### src/rtl/parking_pkg.sv
// parking_pkg: gate sequencer state encoding and slot-count constants.
`default_nettype none
package parking_pkg;

  localparam int DEF_NUM_SPOTS = 4;
  localparam int SLOT_W        = $clog2(DEF_NUM_SPOTS);

  typedef enum logic [2:0] {
    ST_IDLE   = 3'd0,
    ST_CMD    = 3'd1,
    ST_SETTLE = 3'd2,
    ST_OPEN   = 3'd3,
    ST_CLOSE  = 3'd4
  } gate_state_t;

endpackage
`default_nettype wire

### src/rtl/parking_exit_prio_enc.sv
// parking_exit_prio_enc: lowest-index-wins priority encoder over exit requests.
`default_nettype none
module parking_exit_prio_enc #(
  parameter int N = 4,
  parameter int W = 2
) (
  input  logic [N-1:0] req,
  output logic [W-1:0] idx,
  output logic         valid
);

  // Scanning high-to-low lets the lowest set bit overwrite earlier hits.
  always_comb begin
    idx   = '0;
    valid = 1'b0;
    for (int i = N - 1; i >= 0; i--) begin
      if (req[i]) begin
        idx   = i[W-1:0];
        valid = 1'b1;
      end
    end
  end

endmodule
`default_nettype wire

### src/rtl/parking_gate_sequencer.sv
// parking_gate_sequencer: arbitrates entry vs. per-slot exit requests, issues
// slot-manager commands and times the single gate's open/close sequence.
`default_nettype none
module parking_gate_sequencer
  import parking_pkg::*;
#(
  parameter int NUM_SPOTS    = DEF_NUM_SPOTS,
  parameter int OPEN_CYCLES  = 8,
  parameter int CLOSE_CYCLES = 2
) (
  input  logic                         clk,
  input  logic                         reset,
  input  logic                         entry_req,
  input  logic [NUM_SPOTS-1:0]         exit_req,
  input  logic [NUM_SPOTS-1:0]         spots,
  input  logic [2:0]                   capacity,
  output logic                         mgr_entry,
  output logic                         mgr_exit,
  output logic [$clog2(NUM_SPOTS)-1:0] mgr_exit_slot,
  output logic                         door_open,
  output logic                         entry_ack,
  output logic                         entry_reject,
  output logic [NUM_SPOTS-1:0]         exit_ack,
  output logic                         exit_err,
  output logic                         busy
);

  localparam int SW = $clog2(NUM_SPOTS);

  gate_state_t          state;
  logic [7:0]           timer;
  logic                 last_was_entry;
  logic [SW-1:0]        exit_idx;
  logic                 exit_valid;
  logic                 serve_entry;
  logic                 refusing;
  logic [NUM_SPOTS-1:0] exit_onehot;

  parking_exit_prio_enc #(
    .N (NUM_SPOTS),
    .W (SW)
  ) u_exit_enc (
    .req   (exit_req),
    .idx   (exit_idx),
    .valid (exit_valid)
  );

  assign serve_entry = entry_req && (!exit_valid || !last_was_entry);
  assign exit_onehot = NUM_SPOTS'(1) << exit_idx;
  // A refusal pulse is on the wire this cycle; skip arbitration so a requester
  // still holding its level for one more edge does not get a second refusal.
  assign refusing    = entry_reject || exit_err;

  always_ff @(posedge clk) begin
    if (reset) begin
      state          <= ST_IDLE;
      timer          <= 8'd0;
      last_was_entry <= 1'b0;
      mgr_entry      <= 1'b0;
      mgr_exit       <= 1'b0;
      mgr_exit_slot  <= '0;
      door_open      <= 1'b0;
      entry_ack      <= 1'b0;
      entry_reject   <= 1'b0;
      exit_ack       <= '0;
      exit_err       <= 1'b0;
      busy           <= 1'b0;
    end else begin
      mgr_entry    <= 1'b0;
      mgr_exit     <= 1'b0;
      entry_ack    <= 1'b0;
      entry_reject <= 1'b0;
      exit_ack     <= '0;
      exit_err     <= 1'b0;
      case (state)
        ST_IDLE: begin
          if (!refusing) begin
            if (serve_entry) begin
              if (capacity == 3'd0) begin
                entry_reject <= 1'b1;
              end else begin
                state          <= ST_CMD;
                mgr_entry      <= 1'b1;
                entry_ack      <= 1'b1;
                last_was_entry <= 1'b1;
                busy           <= 1'b1;
              end
            end else if (exit_valid) begin
              exit_ack <= exit_onehot;
              if (!spots[exit_idx]) begin
                exit_err <= 1'b1;
              end else begin
                state          <= ST_CMD;
                mgr_exit       <= 1'b1;
                mgr_exit_slot  <= exit_idx;
                last_was_entry <= 1'b0;
                busy           <= 1'b1;
              end
            end
          end
        end
        ST_CMD: state <= ST_SETTLE;
        ST_SETTLE: begin
          state     <= ST_OPEN;
          door_open <= 1'b1;
          timer     <= 8'(OPEN_CYCLES);
        end
        ST_OPEN: begin
          if (timer <= 8'd1) begin
            state     <= ST_CLOSE;
            door_open <= 1'b0;
            timer     <= 8'(CLOSE_CYCLES);
          end else begin
            timer <= timer - 8'd1;
          end
        end
        ST_CLOSE: begin
          if (timer <= 8'd1) begin
            state <= ST_IDLE;
            busy  <= 1'b0;
            timer <= 8'd0;
          end else begin
            timer <= timer - 8'd1;
          end
        end
        default: begin
          state     <= ST_IDLE;
          door_open <= 1'b0;
          busy      <= 1'b0;
          timer     <= 8'd0;
        end
      endcase
    end
  end

endmodule
`default_nettype wire

### config.mk
export PLATFORM = sky130hd
export DESIGN_NAME = parking_gate_sequencer
export DESIGN_NICKNAME = d
export VERILOG_FILES = /design/src/rtl/parking_pkg.sv /design/src/rtl/parking_exit_prio_enc.sv /design/src/rtl/parking_gate_sequencer.sv
export SDC_FILE = /design/constraint.sdc
export NUM_CORES = 1
export LEC_CHECK = 0
export CORE_MARGIN = 2
export CORE_UTILIZATION = 28
export CTS_CLUSTER_DIAMETER = 50
export DETAILED_ROUTE_END_ITERATION = 8
export PLACE_DENSITY = 0.54
export REMOVE_ABC_BUFFERS = 1
export SLEW_MARGIN = 20
export SYNTH_ARGS = -nofsm -noshare
export SYNTH_HDL_FRONTEND = slang
export SYNTH_SLANG_ARGS = --single-unit
### constraint.sdc
create_clock -name clk -period 3.2 [get_ports clk]
set_input_delay 0.48 -clock clk [delete_from_list [all_inputs] [get_ports clk]]
set_output_delay 0.48 -clock clk [all_outputs]
set_load 0.05 [all_outputs]
==> results.sh <==
export IMPL_fin_ws_ns=0.762
export IMPL_grt_usage=0.125
export IMPL_cts_sinks=24
export IMPL_grt_first_pass_wirelength_mm=4.45
export IMPL_synthCells=141
export IMPL_cp_max_fo=7
export IMPL_fillCellCount=435
export IMPL_crit_arrival_ns=2.63
export IMPL_min_period_ns=2.44
export IMPL_hold_ws_ns=0.457
export IMPL_cts_hold_buf=0
export IMPL_cp_end_kind="flop"
export IMPL_cts_tree="yes"
export IMPL_cts_buffers=3
export IMPL_grt_setup_unrepaired="false"
export IMPL_max_cap_violations=0
export IMPL_die_y_um=68.8
export IMPL_vias=1094
export IMPL_drt_initial_drc_count=33
export IMPL_dieArea_mm2=0.00473
export IMPL_root_buffer="clkbuf_8"
export IMPL_area_growth_synth_to_final_pct=30.1
export IMPL_cts_max_level=1
export IMPL_place_congestion=0.856
export IMPL_io_pins=27
export IMPL_synth_area_per_cell_um2=8.33
export IMPL_clkLatencyLatePin_ns=0.27
export IMPL_irDropWorstVdd_mv=0.263
export IMPL_leakage_nw=0.599
export IMPL_cp_slowest_stage_delay_ns=0.61
export IMPL_vias_per_cell=5.06
export IMPL_grt_max_degree=16
export IMPL_regArea_um2=480
export IMPL_mostFrequentLayoutCell="clkdlybuf4s50_1"
export IMPL_io_buffers=26
export IMPL_avgRoutedWirePerCell_um=12.3
export IMPL_fp_row_count=23
export IMPL_slew_viol_final=0
export IMPL_synthArstFlopShare=0
export IMPL_globalRouteOverflowTotal=0
export IMPL_cts_max_path_buffers=2
export IMPL_status="completed"
export IMPL_setup_tns_ns=0
export IMPL_antenna_found_initial=0
export IMPL_worst_pin_slew_ns=0.525
export IMPL_grt_pass1_vias=985
export IMPL_first_pass_iters=4
export IMPL_place_worst_setup_slack_ns=0.452
export IMPL_max_freq_mhz=410
export IMPL_fin_crit_sh=0.762
export IMPL_ys_seq_elements=24
export IMPL_cts_resized_gates=0
export IMPL_place_inst=212
export IMPL_layoutNonFillerInstCount=216
export IMPL_hold_viol=0
export IMPL_ys_seq_area_frac=0.409
export IMPL_drc=0
export IMPL_drive_gt1_frac=0.0602
export IMPL_finalSetupViolCount=0
export IMPL_fin_skew_ns=0.00412
export IMPL_path_cells="clkdlybuf4s50_1, or4_1, a21bo_2, nor3b_1, or3_1, a221oi_2"
export IMPL_antenna_diode_count=0
export IMPL_start_util=0.292
export IMPL_ys_flop_type="dfxtp_1"
export IMPL_multi_input_area_um2=648
export IMPL_post_cts_setup_buffer_count=0
export IMPL_relSlewSlack=0.647
export IMPL_cp_required_ns=3.39
export IMPL_hold_path_class="reg2reg"
export IMPL_netlist_area_mm2=0.00117
export IMPL_nets=183
export IMPL_core_area_mm2=0.00403
export IMPL_p_per_area_mw_per_mm2=907
export IMPL_yosysWarnings=0
export IMPL_path_clk_slew_ns=0.09
export IMPL_critical_path_class="in2reg"
export IMPL_place_hpwl_mm=2.00
export IMPL_die_x_um=68.8
export IMPL_yosysUniqueCellTypes=42
export IMPL_synth_edf_count=0
export IMPL_final_cell_mix="26 x clkdlybuf4s50_1, 24 x dfxtp_1, 23 x nor2_1, 9 x nand2_1, 8 x a21oi_1"
export IMPL_start_kind="input pin"
export IMPL_cpMaxStageDelayCell="or4_1"
export IMPL_routed_wl_mm=2.66
export IMPL_power_mw=1.39
export IMPL_ant_nets=0
synth_stat cells, types with 2 or more instances:
| cell | count | area share |
|---|---|---|
| a31oi_1 | 2 | 0.011 |
| clkbuf_1 | 3 | 0.0096 |
| nor3_1 | 5 | 0.021 |
| or4_1 | 3 | 0.019 |
| nand2_1 | 9 | 0.029 |
| o21ai_0 | 4 | 0.017 |
| dfxtp_1 | 24 | 0.41 |
| nor3b_1 | 2 | 0.013 |
| nor4_1 | 5 | 0.027 |
| nand3_1 | 2 | 0.0085 |
| o31ai_1 | 2 | 0.013 |
| xnor2_1 | 4 | 0.030 |
| nor2_1 | 23 | 0.073 |
| a21oi_1 | 8 | 0.034 |
| inv_1 | 6 | 0.019 |
| o211a_1 | 2 | 0.017 |
| nor2b_1 | 2 | 0.011 |
| nand3b_1 | 2 | 0.013 |
| or2_2 | 3 | 0.016 |
| or3_1 | 6 | 0.032 |
| ha_1 | 2 | 0.021 |
| xor2_1 | 2 | 0.015 |
metal layers:
metal,track usage,up-vias,part of all wire
li1,-,554,-
met4,0.0294,0,0.011
met2,0.208,32,0.49
met3,0.0422,4,0.052
met5,0,-,0
met1,0.155,504,0.45
critical path, delay by kind of cell:
kind	cells	cell delay, ns
AND/OR/NAND/NOR	3	1.18
AO/OA/AOI/OAI	2	0.49
buffers and inverters	1	0.48
kinds of logic after synthesis:
family,Yosys count,share of synthesized area
multiplexers,1,0.00852
buffers and inverters,11,0.0394
AND/OR/NAND/NOR,68,0.304
AO/OA/AOI/OAI,29,0.174
adder cells (fa/ha/maj),2,0.0213
flip-flops,24,0.409
XOR/XNOR,6,0.0447
per-stage QoR:
stage          instance area [µm²]   util
3_3_place_gp                  1470  0.366
6_report                      1530  0.380
4_1_cts                       1530  0.380
5_1_grt                       1530  0.380
2_1_floorplan                 1150      -
3_5_place_dp                  1470  0.366
area by class of cell:
| cell class | instances | area share |
|---|---|---|
| Inverter | 6 | 0.0147 |
| Sequential cell | 24 | 0.314 |
| Timing Repair Buffer | 26 | 0.170 |
| Clock buffer | 4 | 0.0360 |
| Multi-Input combinational cell | 106 | 0.424 |
| Tap cell | 50 | 0.0409 |
state kept, by name, summed over array words and instances (netlist names):
name and flops:
exit_ack 4, last_was_entry 1, timer 8, state 3
exit_err 1, mgr_exit 1, entry_ack 1, entry_reject 1
mgr_exit_slot 2, door_open 1, busy 1
final timing paths:
check                           cells past startpoint              from                to  slack (ns)
worst max register to register                      5          timer[4]              busy        0.93
worst max-delay path                                6       exit_req[2]              busy        0.76
worst min register to register                      2  mgr_exit_slot[1]  mgr_exit_slot[1]        0.46
worst min-delay path                                2  mgr_exit_slot[1]  mgr_exit_slot[1]        0.46
report_power, final:
part	total (mW)	internal (mW)	switching, mW
Combinational	0.703	0.291	0.412
Clock	0.210	0.110	0.100
Sequential	0.474	0.384	0.0901
Total	1.39	0.785	0.602
No activity file was read; power rests on OpenSTA's default activity.
